--- src/rtl/mem_arb_pkg.sv ---
// Shared types and constants for the two-port memory arbiter.
package mem_arb_pkg;

   localparam int ADDR_W = 32;
   localparam int DATA_W = 32;
   localparam int STRB_W = DATA_W / 8;

   typedef enum logic [1:0] {
      IDLE,
      ISSUE,
      WAIT
   } state_e;

   typedef logic port_t;
   localparam port_t PORT_F = 1'b0;
   localparam port_t PORT_M = 1'b1;

   typedef struct packed {
      logic              mode;
      logic [ADDR_W-1:0] addr;
      logic [DATA_W-1:0] wdata;
      logic [STRB_W-1:0] wstrb;
   } req_t;

endpackage

--- src/rtl/mem_port_arbiter_if.sv ---
// Bundle of the fetch, data and downstream memory signals around the arbiter.
// master: the requesters plus the memory side; slave: the arbiter itself.
interface mem_port_arbiter_if;
   import mem_arb_pkg::*;

   logic              f_req_en;
   logic              f_req_mode;
   logic [ADDR_W-1:0] f_req_addr;
   logic [DATA_W-1:0] f_req_wdata;
   logic [STRB_W-1:0] f_req_wstrb;
   logic              f_resp_en;
   logic [DATA_W-1:0] f_resp_data;

   logic              m_req_en;
   logic              m_req_mode;
   logic [ADDR_W-1:0] m_req_addr;
   logic [DATA_W-1:0] m_req_wdata;
   logic [STRB_W-1:0] m_req_wstrb;
   logic              m_resp_en;
   logic [DATA_W-1:0] m_resp_data;

   logic              request_enable;
   logic              req_mode;
   logic [ADDR_W-1:0] req_addr;
   logic [DATA_W-1:0] req_wdata;
   logic [STRB_W-1:0] req_wstrb;
   logic              response_enable;
   logic [DATA_W-1:0] resp_data;

   logic              busy;

   modport master (
      output f_req_en, f_req_mode, f_req_addr, f_req_wdata, f_req_wstrb,
      input  f_resp_en, f_resp_data,
      output m_req_en, m_req_mode, m_req_addr, m_req_wdata, m_req_wstrb,
      input  m_resp_en, m_resp_data,
      input  request_enable, req_mode, req_addr, req_wdata, req_wstrb,
      output response_enable, resp_data,
      input  busy
   );

   modport slave (
      input  f_req_en, f_req_mode, f_req_addr, f_req_wdata, f_req_wstrb,
      output f_resp_en, f_resp_data,
      input  m_req_en, m_req_mode, m_req_addr, m_req_wdata, m_req_wstrb,
      output m_resp_en, m_resp_data,
      output request_enable, req_mode, req_addr, req_wdata, req_wstrb,
      input  response_enable, resp_data,
      output busy
   );

endinterface

--- src/rtl/mem_arb_pending_slot.sv ---
// One-deep pending request holder for a single requester port.
// A request is refused while the slot is already full or while this port's
// own transaction is in flight (block_i); a refused request leaves the
// stored fields untouched. avail_o/req_o also expose a request captured in
// the current cycle so it can be granted on the same edge.
module mem_arb_pending_slot
   import mem_arb_pkg::*;
(
   input  logic clk,
   input  logic rstn,
   input  logic req_en_i,
   input  req_t req_i,
   input  logic block_i,
   input  logic clr_i,
   output logic avail_o,
   output req_t req_o,
   output logic pend_o
);

   logic pend_q, pend_d;
   req_t req_q, req_d;
   logic cap;

   assign cap     = req_en_i && !pend_q && !block_i;
   assign avail_o = pend_q || cap;
   assign req_o   = cap ? req_i : req_q;
   assign pend_o  = pend_q;

   // Next state: set on capture, cleared when the arbiter grants this slot.
   always_comb begin
      // NOTE: every combinational output gets a default first so no latch is inferred.
      req_d  = req_q;
      pend_d = (pend_q || cap) && !clr_i;
      if (cap) begin
         req_d = req_i;
      end
   end

   // Slot registers.
   always_ff @(posedge clk or negedge rstn) begin
      if (!rstn) begin
         pend_q <= 1'b0;
         // NOTE: the stored payload is reset too, so nothing stale can leak onto req_* after reset.
         req_q  <= '0;
      end else begin
         // NOTE: non-blocking assignments for all sequential state.
         pend_q <= pend_d;
         req_q  <= req_d;
      end
   end

endmodule

--- src/rtl/mem_port_arbiter.sv ---
// Shares one downstream memory port between fetch (F) and data (M) requesters.
// One downstream transaction in flight, one pending request per port,
// responses routed back to the owner. Priority is fixed M-over-F unless
// MEM_ARB_RR_EN is defined, which selects round-robin on contention.
module mem_port_arbiter
   import mem_arb_pkg::*;
(
   input logic               clk,
   input logic               rstn,
   mem_port_arbiter_if.slave bus
);

   state_e            state_q;
   port_t             owner_q;
   req_t              req_q;
   logic              request_enable_q;
   logic              f_resp_en_q, m_resp_en_q;
   logic [DATA_W-1:0] f_resp_data_q, m_resp_data_q;
`ifdef MEM_ARB_RR_EN
   port_t             rr_last_q;
`endif

   req_t  f_in, m_in, f_req, m_req, grant_req;
   logic  f_avail, m_avail, f_pend, m_pend;
   logic  in_flight, grant_ok, grant_any, f_clr, m_clr;
   port_t grant_port;

   assign in_flight = (state_q != IDLE);

   assign f_in = '{mode: bus.f_req_mode, addr: bus.f_req_addr,
                   wdata: bus.f_req_wdata, wstrb: bus.f_req_wstrb};
   assign m_in = '{mode: bus.m_req_mode, addr: bus.m_req_addr,
                   wdata: bus.m_req_wdata, wstrb: bus.m_req_wstrb};

   mem_arb_pending_slot u_slot_f (
      .clk     (clk),
      .rstn    (rstn),
      .req_en_i(bus.f_req_en),
      .req_i   (f_in),
      .block_i (in_flight && (owner_q == PORT_F)),
      .clr_i   (f_clr),
      .avail_o (f_avail),
      .req_o   (f_req),
      .pend_o  (f_pend)
   );

   mem_arb_pending_slot u_slot_m (
      .clk     (clk),
      .rstn    (rstn),
      .req_en_i(bus.m_req_en),
      .req_i   (m_in),
      .block_i (in_flight && (owner_q == PORT_M)),
      .clr_i   (m_clr),
      .avail_o (m_avail),
      .req_o   (m_req),
      .pend_o  (m_pend)
   );

   // Grant selection: legal in IDLE, or in WAIT on the edge the response lands.
   always_comb begin
      grant_ok  = (state_q == IDLE) || ((state_q == WAIT) && bus.response_enable);
      grant_any = f_avail || m_avail;
`ifdef MEM_ARB_RR_EN
      if (f_avail && m_avail) begin
         grant_port = (rr_last_q == PORT_M) ? PORT_F : PORT_M;
      end else begin
         grant_port = m_avail ? PORT_M : PORT_F;
      end
`else
      grant_port = m_avail ? PORT_M : PORT_F;
`endif
      grant_req = (grant_port == PORT_M) ? m_req : f_req;
      f_clr     = grant_ok && grant_any && (grant_port == PORT_F);
      m_clr     = grant_ok && grant_any && (grant_port == PORT_M);
   end

   // Transaction FSM with registered downstream and response outputs.
   always_ff @(posedge clk or negedge rstn) begin
      if (!rstn) begin
         state_q          <= IDLE;
         owner_q          <= PORT_F;
         req_q            <= '0;
         request_enable_q <= 1'b0;
         f_resp_en_q      <= 1'b0;
         m_resp_en_q      <= 1'b0;
         f_resp_data_q    <= '0;
         m_resp_data_q    <= '0;
`ifdef MEM_ARB_RR_EN
         rr_last_q        <= PORT_M;
`endif
      end else begin
         request_enable_q <= 1'b0;
         f_resp_en_q      <= 1'b0;
         m_resp_en_q      <= 1'b0;

         if (grant_ok && grant_any) begin
            req_q            <= grant_req;
            owner_q          <= grant_port;
            request_enable_q <= 1'b1;
`ifdef MEM_ARB_RR_EN
            rr_last_q        <= grant_port;
`endif
         end

         case (state_q)
            IDLE: begin
               if (grant_any) state_q <= ISSUE;
            end
            ISSUE: begin
               state_q <= WAIT;
            end
            WAIT: begin
               if (bus.response_enable) begin
                  if (owner_q == PORT_M) begin
                     m_resp_en_q   <= 1'b1;
                     m_resp_data_q <= bus.resp_data;
                  end else begin
                     f_resp_en_q   <= 1'b1;
                     f_resp_data_q <= bus.resp_data;
                  end
                  state_q <= grant_any ? ISSUE : IDLE;
               end
            end
            default: state_q <= IDLE;
         endcase
      end
   end

   assign bus.request_enable = request_enable_q;
   assign bus.req_mode       = req_q.mode;
   assign bus.req_addr       = req_q.addr;
   assign bus.req_wdata      = req_q.wdata;
   assign bus.req_wstrb      = req_q.wstrb;
   assign bus.f_resp_en      = f_resp_en_q;
   assign bus.f_resp_data    = f_resp_data_q;
   assign bus.m_resp_en      = m_resp_en_q;
   assign bus.m_resp_data    = m_resp_data_q;
   assign bus.busy           = in_flight || f_pend || m_pend;

endmodule

--- src/flat_wrapper.sv ---
// flat-port wrapper written by rule: the top's interface ports become plain ports
module mem_port_arbiter_flat import mem_arb_pkg::*;
  (clk, rstn, bus_f_req_en, bus_f_req_mode, bus_f_req_addr, bus_f_req_wdata, bus_f_req_wstrb, bus_f_resp_en, bus_f_resp_data, bus_m_req_en, bus_m_req_mode, bus_m_req_addr, bus_m_req_wdata, bus_m_req_wstrb, bus_m_resp_en, bus_m_resp_data, bus_request_enable, bus_req_mode, bus_req_addr, bus_req_wdata, bus_req_wstrb, bus_response_enable, bus_resp_data, bus_busy);
  mem_port_arbiter_if bus_i ();
  input logic clk;
  input logic rstn;
  input wire logic [$bits(bus_i.f_req_en)-1:0] bus_f_req_en;
  input wire logic [$bits(bus_i.f_req_mode)-1:0] bus_f_req_mode;
  input wire logic [$bits(bus_i.f_req_addr)-1:0] bus_f_req_addr;
  input wire logic [$bits(bus_i.f_req_wdata)-1:0] bus_f_req_wdata;
  input wire logic [$bits(bus_i.f_req_wstrb)-1:0] bus_f_req_wstrb;
  output wire logic [$bits(bus_i.f_resp_en)-1:0] bus_f_resp_en;
  output wire logic [$bits(bus_i.f_resp_data)-1:0] bus_f_resp_data;
  input wire logic [$bits(bus_i.m_req_en)-1:0] bus_m_req_en;
  input wire logic [$bits(bus_i.m_req_mode)-1:0] bus_m_req_mode;
  input wire logic [$bits(bus_i.m_req_addr)-1:0] bus_m_req_addr;
  input wire logic [$bits(bus_i.m_req_wdata)-1:0] bus_m_req_wdata;
  input wire logic [$bits(bus_i.m_req_wstrb)-1:0] bus_m_req_wstrb;
  output wire logic [$bits(bus_i.m_resp_en)-1:0] bus_m_resp_en;
  output wire logic [$bits(bus_i.m_resp_data)-1:0] bus_m_resp_data;
  output wire logic [$bits(bus_i.request_enable)-1:0] bus_request_enable;
  output wire logic [$bits(bus_i.req_mode)-1:0] bus_req_mode;
  output wire logic [$bits(bus_i.req_addr)-1:0] bus_req_addr;
  output wire logic [$bits(bus_i.req_wdata)-1:0] bus_req_wdata;
  output wire logic [$bits(bus_i.req_wstrb)-1:0] bus_req_wstrb;
  input wire logic [$bits(bus_i.response_enable)-1:0] bus_response_enable;
  input wire logic [$bits(bus_i.resp_data)-1:0] bus_resp_data;
  output wire logic [$bits(bus_i.busy)-1:0] bus_busy;
  assign bus_i.f_req_en = bus_f_req_en;
  assign bus_i.f_req_mode = bus_f_req_mode;
  assign bus_i.f_req_addr = bus_f_req_addr;
  assign bus_i.f_req_wdata = bus_f_req_wdata;
  assign bus_i.f_req_wstrb = bus_f_req_wstrb;
  assign bus_f_resp_en = bus_i.f_resp_en;
  assign bus_f_resp_data = bus_i.f_resp_data;
  assign bus_i.m_req_en = bus_m_req_en;
  assign bus_i.m_req_mode = bus_m_req_mode;
  assign bus_i.m_req_addr = bus_m_req_addr;
  assign bus_i.m_req_wdata = bus_m_req_wdata;
  assign bus_i.m_req_wstrb = bus_m_req_wstrb;
  assign bus_m_resp_en = bus_i.m_resp_en;
  assign bus_m_resp_data = bus_i.m_resp_data;
  assign bus_request_enable = bus_i.request_enable;
  assign bus_req_mode = bus_i.req_mode;
  assign bus_req_addr = bus_i.req_addr;
  assign bus_req_wdata = bus_i.req_wdata;
  assign bus_req_wstrb = bus_i.req_wstrb;
  assign bus_i.response_enable = bus_response_enable;
  assign bus_i.resp_data = bus_resp_data;
  assign bus_busy = bus_i.busy;
  mem_port_arbiter u_core (.clk(clk), .rstn(rstn), .bus(bus_i));
endmodule
--- config.mk ---
export PLATFORM = sky130hd
export DESIGN_NAME = mem_port_arbiter_flat
export DESIGN_NICKNAME = d
export VERILOG_FILES = /design/src/rtl/mem_arb_pkg.sv /design/src/rtl/mem_port_arbiter_if.sv /design/src/rtl/mem_arb_pending_slot.sv /design/src/rtl/mem_port_arbiter.sv /design/src/flat_wrapper.sv
export SDC_FILE = /design/constraint.sdc
export NUM_CORES = 1
export LEC_CHECK = 0
export ABC_AREA = 1
export CAP_MARGIN = 20
export CORE_UTILIZATION = 53
export CTS_CLUSTER_SIZE = 16
export DETAILED_ROUTE_END_ITERATION = 16
export PLACE_DENSITY = 0.95
export SKIP_LAST_GASP = 1
export SYNTH_ARGS = -nofsm -noshare
export SYNTH_HDL_FRONTEND = slang
export SYNTH_SLANG_ARGS = --single-unit
--- constraint.sdc ---
create_clock -name clk -period 3.55 [get_ports clk]
set_input_delay 0.5325 -clock clk [delete_from_list [all_inputs] [get_ports clk]]
set_output_delay 0.5325 -clock clk [all_outputs]
set_load 0.1 [all_outputs]
==> results of run 1 <==
## layout make-up
| cell class | count | area share, % |
|---|---|---|
| Sequential cell | 279 | 42.19 |
| Antenna cell | 3 | 0.04537 |
| Clock buffer | 46 | 5.436 |
| Multi-Input combinational cell | 980 | 25.83 |
| Timing Repair Buffer | 328 | 19.90 |
| Inverter | 182 | 4.128 |
| Tap cell | 285 | 2.155 |
| Clock inverter | 5 | 0.3176 |
## flip-flops by register name, indices dropped and copies added (netlist names)
signal,flops
u_core.u_slot_f.req_q,69
u_core.bus.f_resp_en,1
u_core.bus.m_resp_en,1
u_core.state_q,2
u_core.owner_q,1
u_core.bus.req_addr,32
u_core.bus.req_wdata,32
u_core.bus.req_mode,1
u_core.bus.f_resp_data,32
u_core.u_slot_m.pend_o,1
u_core.bus.req_wstrb,4
u_core.bus.request_enable,1
u_core.bus.m_resp_data,32
u_core.u_slot_f.pend_o,1
u_core.u_slot_m.req_q,69
## through the flow
stage | util (%) | setup slack (ns) | hold slack [ns]
floorplan | - | 1.631 | 0.2369
global placement | 68.85 | 0.9619 | 0.4487
detailed placement | 68.85 | 0.9056 | 0.4545
CTS | 73.06 | 0.8976 | 0.06170
global route | 73.08 | 0.8877 | 0.07694
finish | 73.09 | 0.8983 | 0.03764
## kinds of logic after synthesis
kind of cell | synth area share [%]
DFF | 57.06
and+or+nand+nor | 31.51
AOI/OAI and AO/OA | 2.976
buffers and inverters | 8.457
## per-layer routing
layer / global-route usage (%) / vias up / part of all wire (%)
met1: 36.05 / 5308 / 37
met5: 0 / - / 0
met3: 5.327 / 140 / 8.2
li1: - / 5192 / -
met4: 17.24 / 0 / 5.3
met2: 52.14 / 612 / 49
## path summary, 6_finish.rpt
check | startpoint | to | slack, ns | depth (start not counted)
min | rstn | u_core.u_slot_f.req_q[54] | 0.04 | 1
max | u_core.bus.req_addr[25] | bus_req_addr[25] | 0.90 | 1
min reg2reg | u_core.u_slot_f.req_q[16] | u_core.u_slot_f.req_q[16] | 0.47 | 2
max in group asynchronous | rstn | u_core.bus.f_resp_data[27] | 2.63 | 2
max reg2reg | u_core.owner_q | u_core.bus.req_addr[12] | 1.28 | 8
min in group clk | u_core.u_slot_f.req_q[16] | u_core.u_slot_f.req_q[16] | 0.47 | 2
## cell usage after synthesis
| cell type | number |
|---|---|
| nor2_1 | 5 |
| o21ai_0 | 65 |
| nor2_2 | 1 |
| o21a_1 | 1 |
| nand2_1 | 625 |
| inv_2 | 3 |
| a21oi_1 | 1 |
| o21ai_2 | 3 |
| clkbuf_1 | 49 |
| buf_1 | 2 |
| buf_2 | 32 |
| dfrtp_1 | 279 |
| nand4_1 | 1 |
| nand3_1 | 207 |
| and2_1 | 69 |
| inv_1 | 179 |
| nor3_1 | 2 |
==> metrics.md, run 1 <==
| Metric | Value |
|---|---|
| Crit path max-delay cell type | `clkdlybuf4s50_1` |
| Bufs and invs on worst path | `1` |
| Fin nets | `1974` |
| Fin. Hold Viols | `0` |
| Avg Inst Size Synth | `8.029 sq um` |
| CP Data Required Time | `3.02 ns` |
| Setup crit start kind | `flop` |
| 1st-iter DRT viols | `772` |
| Synth area leaders | `dfrtp_1 (57%), nand2_1 (19%), nand3_1 (8.5%)` |
| Footprint of the multi-input gates | `4274 sq um` |
| Worst-path clk slew | `0.07 ns` |
| # setup viols final | `0` |
| Clock Path Buffers | `3` |
| FF+latch area | `6982 sq um` |
| Vias/cell | `5.338` |
| Hpwl dp | `22470 microns` |
| 1st-pass router iterations | `6` |
| Seq/Total Area, Yosys | `57.06%` |
| CTS root buffer | `clkbuf_16` |
| H-tree levels | `1` |
| Commonest non-fill, non-tap cells in the layout | `nand2_1 (622), clkdlybuf4s50_1 (309), dfrtp_1 (279)` |
| CP cell instances | `clkdlybuf4s50_1` |
| Post-route ant nets | `0` |
| Post-CTS Setup Repair Bufs | `0` |
| Final instance area | `16550 sq um` |
| Max_slew headroom | `28.00%` |
| Total CTS buffers | `28` |
| Most common cell after layout, fill and taps aside | `nand2_1` |
| Clock Skew | `0.007998 ns` |
| Routed WL per cell | `16.98 microns` |
| Crit-path max FO | `2` |
| Number of port buffers | `311` |
| Starting Density | `54.04%` |
| Die Wd | `153.9 microns` |
| Synth unique cells | `17` |
| Post-cts sizing count | `0` |
| F_max | `377.1 MHz` |
| Period minus WS final | `2.652 ns` |
| Worst slew pin tran | `1.077 ns` |
| Area Growth Syn to Fin | `35.25%` |
| Status | `finished clean` |
| Share of layout cells above drive strength 1 | `4.176%` |
| # fillers | `1469` |
| Drt total wl | `35800 microns` |
| Unrepaired setup endpoints after global routing | `no` |
| GR Overflow Total | `0` |
| Top-area cell type share of the netlist area | `57.06%` |
| Vias post-DR | `11250` |
| Pins Over Slew Limit | `0` |
| DP Cell Count | `2054` |
| Clock latency on the worst-skew pair | `0.53 ns` |
| Placed instance area | `15590 sq um` |
| Std cell rows | `55` |
| CP max stage delay | `1.17 ns` |
| Syn Nets | `1699` |
| Post-Synthesis Cells | `1524` |
| Area leader, netlist | `dfrtp_1` |
| Count of hold-fix buffers inserted at cts | `0` |
| Vias in the first global route | `11570` |
| Post-synthesis sequential element count | `279` |
| TritonCTS clock tree | `done` |
| Synth warn | `0` |
| Setup TNS | `0 ns` |
| Endpoint class of the critical path | `output port` |
| Die Area | `23700 sq um` |
| Worst path top cell family by delay | `buffers and inverters` |
| Fin cells | `2108` |
| Largest net degree at the start of global routing | `96` |
| Fin crit share | `74.70%` |
| Tightest Hold Check Type | `in2async` |
| Clk sinks | `279` |
| Max-Cap Viols | `0` |
| Netlist Area Pre-Place | `12240 sq um` |
| IO Count | `312` |
| Drt drc | `0` |
| Initial antenna violation count | `3` |
| Gr usage total | `30.33%` |
| Height of the die | `153.9 microns` |
| Worst EP arrival | `2.12 ns` |
| GP Congestion | `0.8641` |
| First-pass GRT wire length | `56990 microns` |
| Core area | `22640 sq um` |
| Critical path class | `reg2out` |
Power of run 1 is not shown: default switching activity piles up to over one toggle a cycle in this logic, so the estimate is an artifact.
==> inputs of run 2 (changes only) <==
--- a/config.mk
+++ b/config.mk
@@ -7,10 +7,10 @@
 export LEC_CHECK = 0
 export ABC_AREA = 1
 export CAP_MARGIN = 20
-export CORE_UTILIZATION = 53
+export CORE_UTILIZATION = 49
 export CTS_CLUSTER_SIZE = 16
 export DETAILED_ROUTE_END_ITERATION = 16
-export PLACE_DENSITY = 0.95
+export PLACE_DENSITY = 0.91
 export SKIP_LAST_GASP = 1
 export SYNTH_ARGS = -nofsm -noshare
 export SYNTH_HDL_FRONTEND = slang
==> constraint.sdc (replaced) <==
create_clock -name clk -period 2.6 [get_ports clk]
set_input_delay 0.39 -clock clk [delete_from_list [all_inputs] [get_ports clk]]
set_output_delay 0.39 -clock clk [all_outputs]
set_load 0.1 [all_outputs]
==> run 2 against run 1 <==
Worst hold slack gained 0.38 ns. Routed wire length down 2.8%. Clock skew up 0.0099 ns. Final area shrank 1.4%. Die area rose by 8.1%. First-iteration DRC count increased by 3.2%. Non-clock buffer count is 10 higher. Critical endpoint is now bus_busy. Via count is 2.4% lower.
==> metrics.md, run 2 (same netlist as run 1, synthesis figures left out) <==
| Metric | Value |
|---|---|
| Placed instance area | `15430 sq um (-0.99%)` |
| CP Data Required Time | `2.21 ns (-0.81 ns)` |
| Unrepaired setup endpoints after global routing | `no` |
| Number of port buffers | `311 (unchanged)` |
| Crit-path max FO | `5 (+3)` |
| Max_slew headroom | `38.16% (+10 points)` |
| Worst EP arrival | `1.59 ns (-0.53 ns)` |
| Vias in the first global route | `11240 (-2.9%)` |
| Clk sinks | `279 (unchanged)` |
| Top Registers | `u_core.u_slot_f.req_q x69, u_core.u_slot_m.req_q x69` |
| Hold path startpoint | `bus_resp_data[22]` |
| Height of the die | `160.0 microns (+3.9%)` |
| # setup viols final | `0 (unchanged)` |
| Drt total wl | `34810 microns (-2.8%)` |
| Status | `finished clean` |
| Area Growth Syn to Fin | `33.38%` |
| Die Area | `25610 sq um (+8.1%)` |
| F_max | `504.1 MHz` |
| Fin nets | `1984 (+0.51%)` |
| Starting Density | `50.16% (-3.9 points)` |
| IO Count | `312 (unchanged)` |
| Post-cts sizing count | `0 (unchanged)` |
| GR Overflow Total | `0 (unchanged)` |
| GP Congestion | `0.8795 (+1.8%)` |
| Hold WS | `0.4217 ns (+0.3840 ns)` |
| Setup slack, reg-to-reg | `0.70 ns (-0.58 ns)` |
| Total CTS buffers | `28 (unchanged)` |
| R2R cell count | `5 (-3)` |
| First-pass GRT wire length | `56760 microns (-0.41%)` |
| Worst flop-to-flop path startpoint | `u_core.state_q[0]` |
| 1st-pass router iterations | `7 (+1)` |
| Reg2reg end | `u_core.bus.m_resp_data[1]` |
| Max-Cap Viols | `0 (unchanged)` |
| Tightest Hold Check Type | `in2reg` |
| Setup TNS | `0 ns (unchanged)` |
| Post-CTS Setup Repair Bufs | `0 (unchanged)` |
| Pins Over Slew Limit | `0 (unchanged)` |
| Share of layout cells above drive strength 1 | `11.79% (+7.6 points)` |
| Hold Path Stages | `3` |
| Die Wd | `160.0 microns (+3.9%)` |
| Worst slew pin tran | `0.9262 ns (-0.1504 ns)` |
| Core area | `24390 sq um (+7.7%)` |
| Clock latency on the worst-skew pair | `0.53 ns (about the same)` |
| Clock Skew | `0.01794 ns (+0.009941 ns)` |
| Vias/cell | `5.109 (-4.3%)` |
| Critical path class | `reg2out` |
| Largest net degree at the start of global routing | `84 (-13%)` |
| Initial antenna violation count | `2 (-1)` |
| Period minus WS final | `1.984 ns` |
| Vias post-DR | `10980 (-2.4%)` |
| Hpwl dp | `22630 microns (+0.71%)` |
| Endpoint class of the critical path | `output port` |
| Drt drc | `0 (unchanged)` |
| Setup crit start kind | `flop` |
| TritonCTS clock tree | `done` |
| Std cell rows | `57 (+3.6%)` |
| Routed WL per cell | `16.19 microns (-4.7%)` |
| Post-route ant nets | `0 (unchanged)` |
| Fin crit share | `76.29%` |
| WHS Endpoint | `u_core.bus.m_resp_data[22]` |
| Most common cell after layout, fill and taps aside | `nand2_1` |
| Worst-path clk slew | `0.06 ns (about the same)` |
| Clock Path Buffers | `3 (unchanged)` |
| H-tree levels | `1 (unchanged)` |
| 1st-iter DRT viols | `797 (+3.2%)` |
| Gr usage total | `27.58% (-2.7 points)` |
| Fin. Hold Viols | `0 (unchanged)` |
| Commonest non-fill, non-tap cells in the layout | `nand2_1 (622), dfrtp_1 (279), nand3_1 (207)` |
| Final instance area | `16320 sq um (-1.4%)` |
| CTS root buffer | `clkbuf_16` |
run 2: changes by cell type in the layout (fill, tap and decap cells not counted), sizes merged:
cell,change
buf,+145
dlygate4sd3,+1
clkdlybuf4s50,-136
clkbuf,-6
diode,-1
run 2: worst max-delay path by stage:
stage | start | slack, ns | to
global route | u_core.state_q[0] | 0.48 | u_core.bus.m_resp_data[1]
detailed placement | bus_m_req_en | 0.43 | u_core.bus.req_wdata[5]
global placement | bus_m_req_en | 0.47 | u_core.bus.req_wdata[17]
CTS | u_core.state_q[0] | 0.60 | bus_busy
finish | u_core.state_q[0] | 0.62 | bus_busy
floorplan | u_core.state_q[1] | 0.82 | bus_busy
run 2: area by class of cell:
| class | count | area, sq um |
|---|---|---|
| antenna | 2 | 5.005 |
| clock buffer | 40 | 817.0 |
| clock inverter | 5 | 52.55 |
| fill | 1845 | 8071 |
| inverter | 182 | 683.2 |
| multi-input combinational | 980 | 4269 |
| sequential | 279 | 6982 |
| tap | 324 | 405.4 |
| timing repair buffer | 338 | 3105 |
run 2: repair_timing:
action / in CTS / in global routing
endpoints found under the setup margin: 0 / 0
hold buffers: 1 / 0
endpoints found under the hold margin: 76 / 0
run 2: per-stage QoR:
stage	instances	setup slack [ns]	util, %
2_1_floorplan	1524	0.8234	-
3_3_place_gp	2102	0.4714	63.28
3_5_place_dp	2102	0.4259	63.28
4_1_cts	2148	0.5966	66.89
5_1_grt	2148	0.4834	66.89
6_report	2150	0.6164	66.91
run 2: layer usage:
layer  vias up  share of wire, %  track usage (%)
li1       5225                 -                -
met4         0               4.2            13.16
met1      5208                40            33.75
met3       104               6.1            4.909
met5         -                 0                0
met2       447                50            47.31
run 2: critical path: stages, from the launching register on:
cell     delay [ns]
dfrtp_1        0.49
inv_1          0.10
nand4_1        0.15
buf_4          0.32
Power of run 2 is left out for the same reason.
